==> src/rtl/uart_tx_fifo.sv <==
// uart_tx_fifo: byte FIFO feeding an 8N1 UART transmitter (LSB first, back-to-back frames).
// Define UART_TX_PARITY_EN to insert an even-parity bit after the data bits (8E1 frames).
module uart_tx_fifo #(
  parameter int CLKS_PER_BIT = 87,
  parameter int DEPTH        = 8,
  parameter int ADDR_W       = 3
) (
  input  logic              i_Clock,
  input  logic              i_Reset,
  input  logic              i_Wr_DV,
  input  logic [7:0]        i_Wr_Byte,
  output logic              o_Full,
  output logic              o_Empty,
  output logic [ADDR_W:0]   o_Count,
  output logic              o_Overflow,
  output logic              o_Tx_Serial,
  output logic              o_Tx_Active,
  output logic              o_Tx_Done
);

  localparam logic [15:0]     BAUD_LAST  = 16'(CLKS_PER_BIT - 1);
  localparam logic [15:0]     BAUD_DONE  = 16'(CLKS_PER_BIT - 2);
  localparam logic [ADDR_W:0] FULL_COUNT = (ADDR_W + 1)'(DEPTH);

`ifdef UART_TX_PARITY_EN
  typedef enum logic [2:0] {IDLE, START, DATA, PARITY, STOP} state_t;
`else
  typedef enum logic [2:0] {IDLE, START, DATA, STOP} state_t;
`endif

  logic [7:0]        mem_q [DEPTH];
  logic [ADDR_W-1:0] wrPtr_q, wrPtr_d;
  logic [ADDR_W-1:0] rdPtr_q, rdPtr_d;
  logic [ADDR_W:0]   count_q, count_d;
  logic              full_q, full_d;
  logic              empty_q, empty_d;
  logic              overflow_q, overflow_d;

  state_t            state_q;
  logic [15:0]       baud_q;
  logic [2:0]        bitIdx_q;
  logic [7:0]        shift_q;
  logic              txSerial_q;
  logic              txActive_q;
  logic              txDone_q;
`ifdef UART_TX_PARITY_EN
  logic              parity_q;
`endif

  logic              push;
  logic              pop;
  logic [7:0]        headByte;

  // A pop happens when the line is free: from IDLE, or on the last stop-bit cycle.
  always_comb begin
    push     = i_Wr_DV && !full_q;
    pop      = (count_q != '0) &&
               ((state_q == IDLE) || ((state_q == STOP) && (baud_q == BAUD_LAST)));
    headByte = mem_q[rdPtr_q];
  end

  always_comb begin
    wrPtr_d    = push ? wrPtr_q + ADDR_W'(1) : wrPtr_q;
    rdPtr_d    = pop  ? rdPtr_q + ADDR_W'(1) : rdPtr_q;
    count_d    = count_q;
    case ({push, pop})
      2'b10:   count_d = count_q + (ADDR_W + 1)'(1);
      2'b01:   count_d = count_q - (ADDR_W + 1)'(1);
      default: count_d = count_q;
    endcase
    full_d     = (count_d == FULL_COUNT);
    empty_d    = (count_d == '0);
    overflow_d = overflow_q || (i_Wr_DV && full_q);
  end

  // Storage has no reset: pointers and count define which entries are valid.
  always_ff @(posedge i_Clock) begin
    if (push) begin
      mem_q[wrPtr_q] <= i_Wr_Byte;
    end
  end

  always_ff @(posedge i_Clock or posedge i_Reset) begin
    if (i_Reset) begin
      wrPtr_q    <= '0;
      rdPtr_q    <= '0;
      count_q    <= '0;
      full_q     <= 1'b0;
      empty_q    <= 1'b1;
      overflow_q <= 1'b0;
    end else begin
      wrPtr_q    <= wrPtr_d;
      rdPtr_q    <= rdPtr_d;
      count_q    <= count_d;
      full_q     <= full_d;
      empty_q    <= empty_d;
      overflow_q <= overflow_d;
    end
  end

  // Line value is registered one state ahead so it changes exactly on bit boundaries.
  always_ff @(posedge i_Clock or posedge i_Reset) begin
    if (i_Reset) begin
      state_q    <= IDLE;
      baud_q     <= '0;
      bitIdx_q   <= '0;
      shift_q    <= '0;
      txSerial_q <= 1'b1;
      txActive_q <= 1'b0;
      txDone_q   <= 1'b0;
`ifdef UART_TX_PARITY_EN
      parity_q   <= 1'b0;
`endif
    end else begin
      txDone_q <= 1'b0;
      case (state_q)
        IDLE: begin
          baud_q     <= '0;
          txSerial_q <= 1'b1;
          txActive_q <= 1'b0;
          if (pop) begin
            shift_q    <= headByte;
`ifdef UART_TX_PARITY_EN
            parity_q   <= ^headByte;
`endif
            state_q    <= START;
            txSerial_q <= 1'b0;
            txActive_q <= 1'b1;
          end
        end

        START: begin
          if (baud_q == BAUD_LAST) begin
            baud_q     <= '0;
            bitIdx_q   <= '0;
            state_q    <= DATA;
            txSerial_q <= shift_q[0];
          end else begin
            baud_q <= baud_q + 16'd1;
          end
        end

        DATA: begin
          if (baud_q == BAUD_LAST) begin
            baud_q <= '0;
            if (bitIdx_q == 3'd7) begin
`ifdef UART_TX_PARITY_EN
              state_q    <= PARITY;
              txSerial_q <= parity_q;
`else
              state_q    <= STOP;
              txSerial_q <= 1'b1;
`endif
            end else begin
              bitIdx_q   <= bitIdx_q + 3'd1;
              shift_q    <= {1'b0, shift_q[7:1]};
              txSerial_q <= shift_q[1];
            end
          end else begin
            baud_q <= baud_q + 16'd1;
          end
        end

`ifdef UART_TX_PARITY_EN
        PARITY: begin
          if (baud_q == BAUD_LAST) begin
            baud_q     <= '0;
            state_q    <= STOP;
            txSerial_q <= 1'b1;
          end else begin
            baud_q <= baud_q + 16'd1;
          end
        end
`endif

        STOP: begin
          if (baud_q == BAUD_DONE) begin
            txDone_q <= 1'b1;
          end
          if (baud_q == BAUD_LAST) begin
            baud_q <= '0;
            if (pop) begin
              shift_q    <= headByte;
`ifdef UART_TX_PARITY_EN
              parity_q   <= ^headByte;
`endif
              state_q    <= START;
              txSerial_q <= 1'b0;
            end else begin
              state_q    <= IDLE;
              txSerial_q <= 1'b1;
              txActive_q <= 1'b0;
            end
          end else begin
            baud_q <= baud_q + 16'd1;
          end
        end

        default: begin
          state_q    <= IDLE;
          baud_q     <= '0;
          txSerial_q <= 1'b1;
          txActive_q <= 1'b0;
        end
      endcase
    end
  end

  assign o_Full      = full_q;
  assign o_Empty     = empty_q;
  assign o_Count     = count_q;
  assign o_Overflow  = overflow_q;
  assign o_Tx_Serial = txSerial_q;
  assign o_Tx_Active = txActive_q;
  assign o_Tx_Done   = txDone_q;

endmodule
==> config.mk <==
export PLATFORM = sky130hd
export DESIGN_NAME = uart_tx_fifo
export DESIGN_NICKNAME = d
export VERILOG_FILES = /design/src/rtl/uart_tx_fifo.sv
export SDC_FILE = /design/constraint.sdc
export NUM_CORES = 1
export LEC_CHECK = 0
export ABC_CLOCK_PERIOD_IN_PS = 4200
export BUFFER_PORTS_ARGS = -buffer_cell sky130_fd_sc_hd__buf_4
export CAP_MARGIN = 10
export CORE_MARGIN = 2
export CORE_UTILIZATION = 58
export DETAILED_ROUTE_END_ITERATION = 8
export GPL_TIMING_DRIVEN = 0
export PLACE_DENSITY_LB_ADDON = 0.2
export SYNTH_ARGS = -nofsm -noshare
export SYNTH_HDL_FRONTEND = slang
export SYNTH_SLANG_ARGS = --single-unit
==> constraint.sdc <==
create_clock -name i_Clock -period 4.2 [get_ports i_Clock]
set_input_delay 0.42 -clock i_Clock [delete_from_list [all_inputs] [get_ports i_Clock]]
set_output_delay 0.42 -clock i_Clock [all_outputs]
set_load 0.005 [all_outputs]
After elaboration in Yosys (flattened, before gate mapping)
Memories as Yosys holds them, arrays and structs flattened.
Cells that the tools add are included.
{"block": "word_totals", "regBits": 46, "n_memories": 1, "ram_bits": 64, "elab_cells": 89}
{"name": "mem_q", "depth": 8, "word_bits": 8, "read_ports": 1, "rd_ports_with_merged_regs": 0, "wr": 1, "line": "31", "rtl": "logic [7:0] mem_q [DEPTH];"}
{"block": "classes", "mux": 33, "reduce_logical": 19, "add_sub_neg": 6, "eq_ne": 16, "n_bitwise": 1}
{"op": "equality test 16 x 7 -> 1 bit, second input constant", "n": 2}
{"op": "two-way mux 16 bit", "n": 2}
{"op": "two-way mux 8 bit", "n": 4}
{"op": "two-way mux 3 bit", "n": 8}
{"op": "one-hot mux 8 bit (3 select lines)", "n": 1}
{"op": "adder 16 x 1 -> 16 bit, second input constant", "n": 1}
{"op": "two-way mux 1 bit", "n": 13}
{"op": "inequality test 2 bit, second input constant", "n": 6}
{"op": "one-hot mux 3 bit (4 select lines)", "n": 1}
{"op": "adder 3 x 1 -> 3 bit, second input constant", "n": 3}
{"op": "one-hot mux 4 bit (2 select lines)", "n": 1}
{"op": "AND reduction 4 bit", "n": 2}
{"op": "equality test 3 x 2 -> 1 bit, second input constant", "n": 2}
{"op": "one-hot mux 3 bit (2 select lines)", "n": 1}
{"op": "AND reduction 3 bit", "n": 2}
{"op": "AND reduction 5 bit", "n": 1}
{"op": "adder 4 x 1 -> 4 bit, second input constant", "n": 1}
{"op": "equality test 4 bit, second input constant", "n": 1}
{"op": "logical AND 1 bit", "n": 4}
{"op": "logical NOT 4 bit", "n": 1}
{"op": "one-hot mux 1 bit (4 select lines)", "n": 1}
{"op": "nonzero test 4 bit", "n": 1}
{"op": "subtractor 4 x 1 -> 4 bit, second input constant", "n": 1}
{"op": "equality test 3 x 1 -> 1 bit, second input constant", "n": 1}
{"op": "other kinds (13)", "n": 14}

Depth between registers and ports, before layout
{"block": "depth", "depth_word": 7, "ltp_mapped": 14, "ltp_nobuf": 14}

Worst setup path after synthesis
Ideal clock, no wire load.
{"block": "synth_path", "path_type": "register -> register", "from": "register baud_q[0]", "to": "register empty_q, in the netlist o_Empty", "slack_ns": 1.404, "period_less_slack_ns": 2.796, "t_arrival_ns": 2.695, "required_time_ns": 4.099, "n_path_buf": 0, "path_stages_with_launch": 15, "path_cell_list": "dfrtp_1 -> inv_1 -> ha_1 -> and3b_1 -> and4_2 -> a21oi_1 -> nor2_1 -> ha_1 -> xor2_1 -> ha_1 -> a21oi_1 -> xor2_1 -> nor2_1 -> xor2_1 -> nor4b_1"}
{"block": "synth_between", "elab_chain_len": 7, "word_cells_on_any_way": 8, "cone_classes": "3 x eq/ne; 1 x mux; 4 x reduce/logical"}
{"item": "start, declared", "line": "40", "rtl": "logic [15:0] baud_q;"}
{"item": "start signal, assigned", "line": "139", "rtl": "baud_q <= baud_q + 16'd1;"}
{"item": "start signal, assigned", "line": "160", "rtl": "baud_q <= baud_q + 16'd1;"}
{"item": "start signal, assigned", "line": "195", "rtl": "baud_q <= baud_q + 16'd1;"}
{"item": "equality test 16 x 7 -> 1 bit *", "line": "58", "rtl": "((state_q == IDLE) || ((state_q == STOP) && (baud_q == BAUD_LAST)));"}
{"item": "logical AND 1 bit *", "line": "58"}
{"item": "logical OR 1 bit *", "line": "58"}
{"item": "logical AND 1 bit *", "line": "57", "rtl": "pop = (count_q != '0) &&"}
{"item": "net pop", "line": "51", "rtl": "logic pop;"}
{"item": "equality test 2 x 1 -> 1 bit or equality test 2 bit (tied branches)", "line": "66", "rtl": "case ({push, pop})"}
{"item": "one-hot mux 4 bit (2 select lines) *", "line": "66"}
{"item": "net count_d[2]", "line": "34", "rtl": "logic [ADDR_W:0] count_q, count_d;"}
{"item": "logical NOT 4 bit *", "line": "72", "rtl": "empty_d = (count_d == '0);"}
{"item": "net empty_d", "line": "36", "rtl": "logic empty_q, empty_d;"}
{"item": "end signal, assigned", "line": "96", "rtl": "empty_q <= empty_d;"}
{"item": "end, declared", "line": "36"}
The timed path passes the listed nets; every way through them passes the cells marked *.
A chain may end at the register's enable or synchronous reset.

Worst setup path after layout
{"block": "layout_path", "from": "register baud_q[0]", "to": "register full_q, in the netlist o_Full"}
{"block": "layout_between", "elab_chain_len": 7, "word_cells_on_any_way": 8, "cone_classes": "4 x eq/ne; 1 x mux; 3 x reduce/logical"}
{"item": "equality test 16 x 7 -> 1 bit *", "line": "58"}
{"item": "logical AND 1 bit *", "line": "58"}
{"item": "logical OR 1 bit *", "line": "58"}
{"item": "logical AND 1 bit *", "line": "57"}
{"item": "net pop", "line": "51"}
{"item": "equality test 2 x 1 -> 1 bit or equality test 2 bit (tied branches)", "line": "66"}
{"item": "one-hot mux 4 bit (2 select lines) *", "line": "66"}
{"item": "net count_d[2]", "line": "34"}
{"item": "equality test 4 bit *", "line": "71", "rtl": "full_d = (count_d == FULL_COUNT);"}
{"item": "net full_d", "line": "35", "rtl": "logic full_q, full_d;"}
{"item": "end signal, assigned", "line": "95", "rtl": "full_q <= full_d;"}
{"item": "end, declared", "line": "35"}
Marked as above.

==> reports/metrics.cfg <==
[yosys]
ys_ff_latch=109
synthTopCellsByArea=edfxtp_1, dfrtp_1, mux2_2
syn_nets=375
synth_area_leader_cell=edfxtp_1
synth_cells=349
ys.flop_type=edfxtp_1
syn_area_mm2=0.004850
syn_area_per_cell_um2=13.90
seq_area_frac_synth_pct=62.90
synthArstFlopShare_pct=41.28
synth_cell_types=46
synth_edf_count=64
synth_top_area_share_pct=39.63
ys.warnings.count=0

[sta]
setup-violations-final=0
rsz0062_at_grt=no
hold_viol_final=0
fin_crit_ns=3.205
final.setup.worst_slack_ns=0.9952
fmax_ghz=0.3120
period_share_pct=76.31
worstMarginPinSlew_ns=0.8108
holdWs_ns=0.2621
finalMaxSlewViolations=0
setup_tns_ns=0
fin_skew_ns=0.01688
relSlewSlack_pct=45.45

[setup_path]
crit_path_end_kind=flop
rrSetupSlack_ns=1.0
worst_path_largest_cell_delay_ns=0.45
ff2ff_path_depth=14
rr_startpoint=baud_q[0]$_DFF_PP0_
start_kind=flop
crit_chain=inv_1 -> ha_1 -> and3b_1 -> and4_2 -> a21oi_1 -> nor2_1 -> ha_1 -> xor2_1 -> ha_1 -> a21oi_1 -> xor2_1 -> nor2_1 -> xor2_1 -> nor4_1
cp.required_ns=4.47
critPathKind=reg -> reg
slowest_stage=dfrtp_1
startpoint=baud_q[0]$_DFF_PP0_
cp.arrival_ns=3.47
critPathCapture=o_Full$_DFF_PP0_
path_max_fanout=6
r2r_end=o_Full$_DFF_PP0_

[global_route]
grt-ovfl-total=0
grt_pass1_vias=2830
antenna_found_initial=0
grt_usage_pct=20.34
grt_pass1_wl_mm=13.80
grt_max_degree=36

[floorplan]
ios=21
die_h_um=95.44
core_mm2=0.008175
rows=33
fp.dieW_um=95.44
start_util_pct=59.32
dieArea_mm2=0.009109

[place]
place_congestion=0.7599
place_area_mm2=0.005209
place_hpwl_mm=5.897
dp_slack_ns=0.9864
placement.io_buffers=20

[final_layout]
area_delta_synth_final_pct=11.97
nNetsFinal=414
final_cell_mix=edfxtp_1, dfrtp_1, nor2_1, buf_4, mux2_2
drive_gt1_share_pct=23.16
design_area_mm2=0.005430
layout_commonest_cell=edfxtp_1
n_antenna_cell=0

[drt]
ant_nets=0
drt_iter0_drc=157
wl_mm=8.378
drc=0
firstDrtPassIters=4
num_vias=2811
wl_per_cell_um=16.82
viasPerCell=5.645

[clock_network]
cts.path.max_buffers=2
cts_setup_buffers=0
cts-root-buf=clkbuf_8
cts_num_sinks=109
cts.reportedPaths.clkPinSlew_ns=0.11
ctsResizeCount=0
cts_buffers=9
cts_tree=yes
htreeDepth=3
clk_latency_ns=0.37

[power_and_ir_drop]
leakagePower_nw=2.152
power_density_mw_per_mm2=638.5
peakVddDrop_mv=0.3720

[min_path]
hold_class=in -> reg

[run]
cap_violations=0

[outcome]
status=finished clean

==> Yosys cell counts, types with 2 or more instances <==
cell type / number
dfstp_2: 2
buf_4: 3
nor3_1: 6
nand2b_1: 2
a21oi_1: 7
and3b_1: 2
clkbuf_1: 6
nor3b_1: 4
o21ai_0: 12
nand2_1: 23
nand4_1: 2
nor2_1: 27
nor4b_1: 2
mux4_2: 3
xnor2_1: 9
nand3_1: 9
a221o_1: 6
buf_2: 2
nor4b_2: 2
a22o_1: 2
nor4_1: 3
nor2b_1: 3
inv_1: 9
dfrtp_1: 43
xor2_1: 14
and4_2: 2
o22ai_1: 6
mux2_2: 24
ha_1: 15
edfxtp_1: 64
mux2i_1: 18
o21a_1: 3
==> critical path: cells and delay by family, from the launching register on <==
family | cells | cell delay (ns)
flip-flops | 1 | 0.45
buffers and inverters | 1 | 0.06
AND/OR/NAND/NOR | 5 | 0.99
AO/OA/AOI/OAI | 2 | 0.40
adder cells (fa/ha/maj) | 3 | 0.69
XOR/XNOR | 3 | 0.52
==> per-layer routing <==
metal  vias to the layer above  track usage (%)  wire (um)
met1                      1374            25.67       3650
li1                       1364                -          -
met2                        61            34.39       4208
met4                         0            7.143        121
met3                        12            4.980        397
met5                         -                0          0
==> stage by stage <==
step                instances  util, %  total power (W)
floorplan                 349        -         0.002483
global placement          474    62.76         0.002786
detailed placement        481    63.71         0.002871
CTS                       498    66.42         0.003498
global route              498    66.42         0.003699
finish                    498    66.42         0.003467
==> worst min-delay path by stage <==
stage,startpoint,to,slack [ns],cells past startpoint
floorplan,o_Overflow$_DFF_PP0_,o_Overflow$_DFF_PP0_,0.45,1
global placement,o_Overflow$_DFF_PP0_,o_Overflow$_DFF_PP0_,0.44,1
detailed placement,i_Reset,o_Count[2]$_DFF_PP0_,0.37,2
CTS,i_Wr_DV,o_Overflow$_DFF_PP0_,0.24,2
global route,i_Wr_DV,o_Overflow$_DFF_PP0_,0.25,2
finish,i_Wr_DV,o_Overflow$_DFF_PP0_,0.26,2
==> area by class of cell <==
type	count	area, um^2
Clock inverter	7	87.58
Inverter	9	33.78
Clock buffer	9	123.9
Buffer	12	60.06
Timing Repair Buffer	28	220.2
Multi-Input combinational cell	219	1723
Sequential cell	109	3050
Fill cell	601	2745
Tap cell	105	131.4
==> repair_timing <==
action,in CTS,in global routing
hold endpoints to repair,9,0
endpoints found under the setup margin,0,0
hold buffers,1,0
==> where the power goes <==
part / internal (W) / switching, W / leakage, nW
registers: 0.00137 / 0.000137 / 1.15
logic: 0.000603 / 0.000726 / 0.901
clock network: 0.000240 / 0.000388 / 0.102
total: 0.00222 / 0.00125 / 2.15
==> cells by family after synthesis <==
logic type,after synthesis,share of synthesized area [%]
adder cells (fa/ha/maj),15,3.870
flip-flops,109,62.90
multiplexers,45,10.68
XOR/XNOR,23,4.154
buffers and inverters,21,1.935
AND/OR/NAND/NOR,96,10.76
AO/OA/AOI/OAI,40,5.702
==> registers in the layout (all words and copies together), names as in the netlist <==
signal	flops
mem_q	64
baud_q	16
shift_q	8
o_Tx_Active	1
o_Empty	1
state_q	2
o_Count	4
o_Full	1
o_Tx_Done	1
wrPtr_q	3
bitIdx_q	3
o_Tx_Serial	1
rdPtr_q	3
o_Overflow	1
Power figures use the tool's default switching activity.
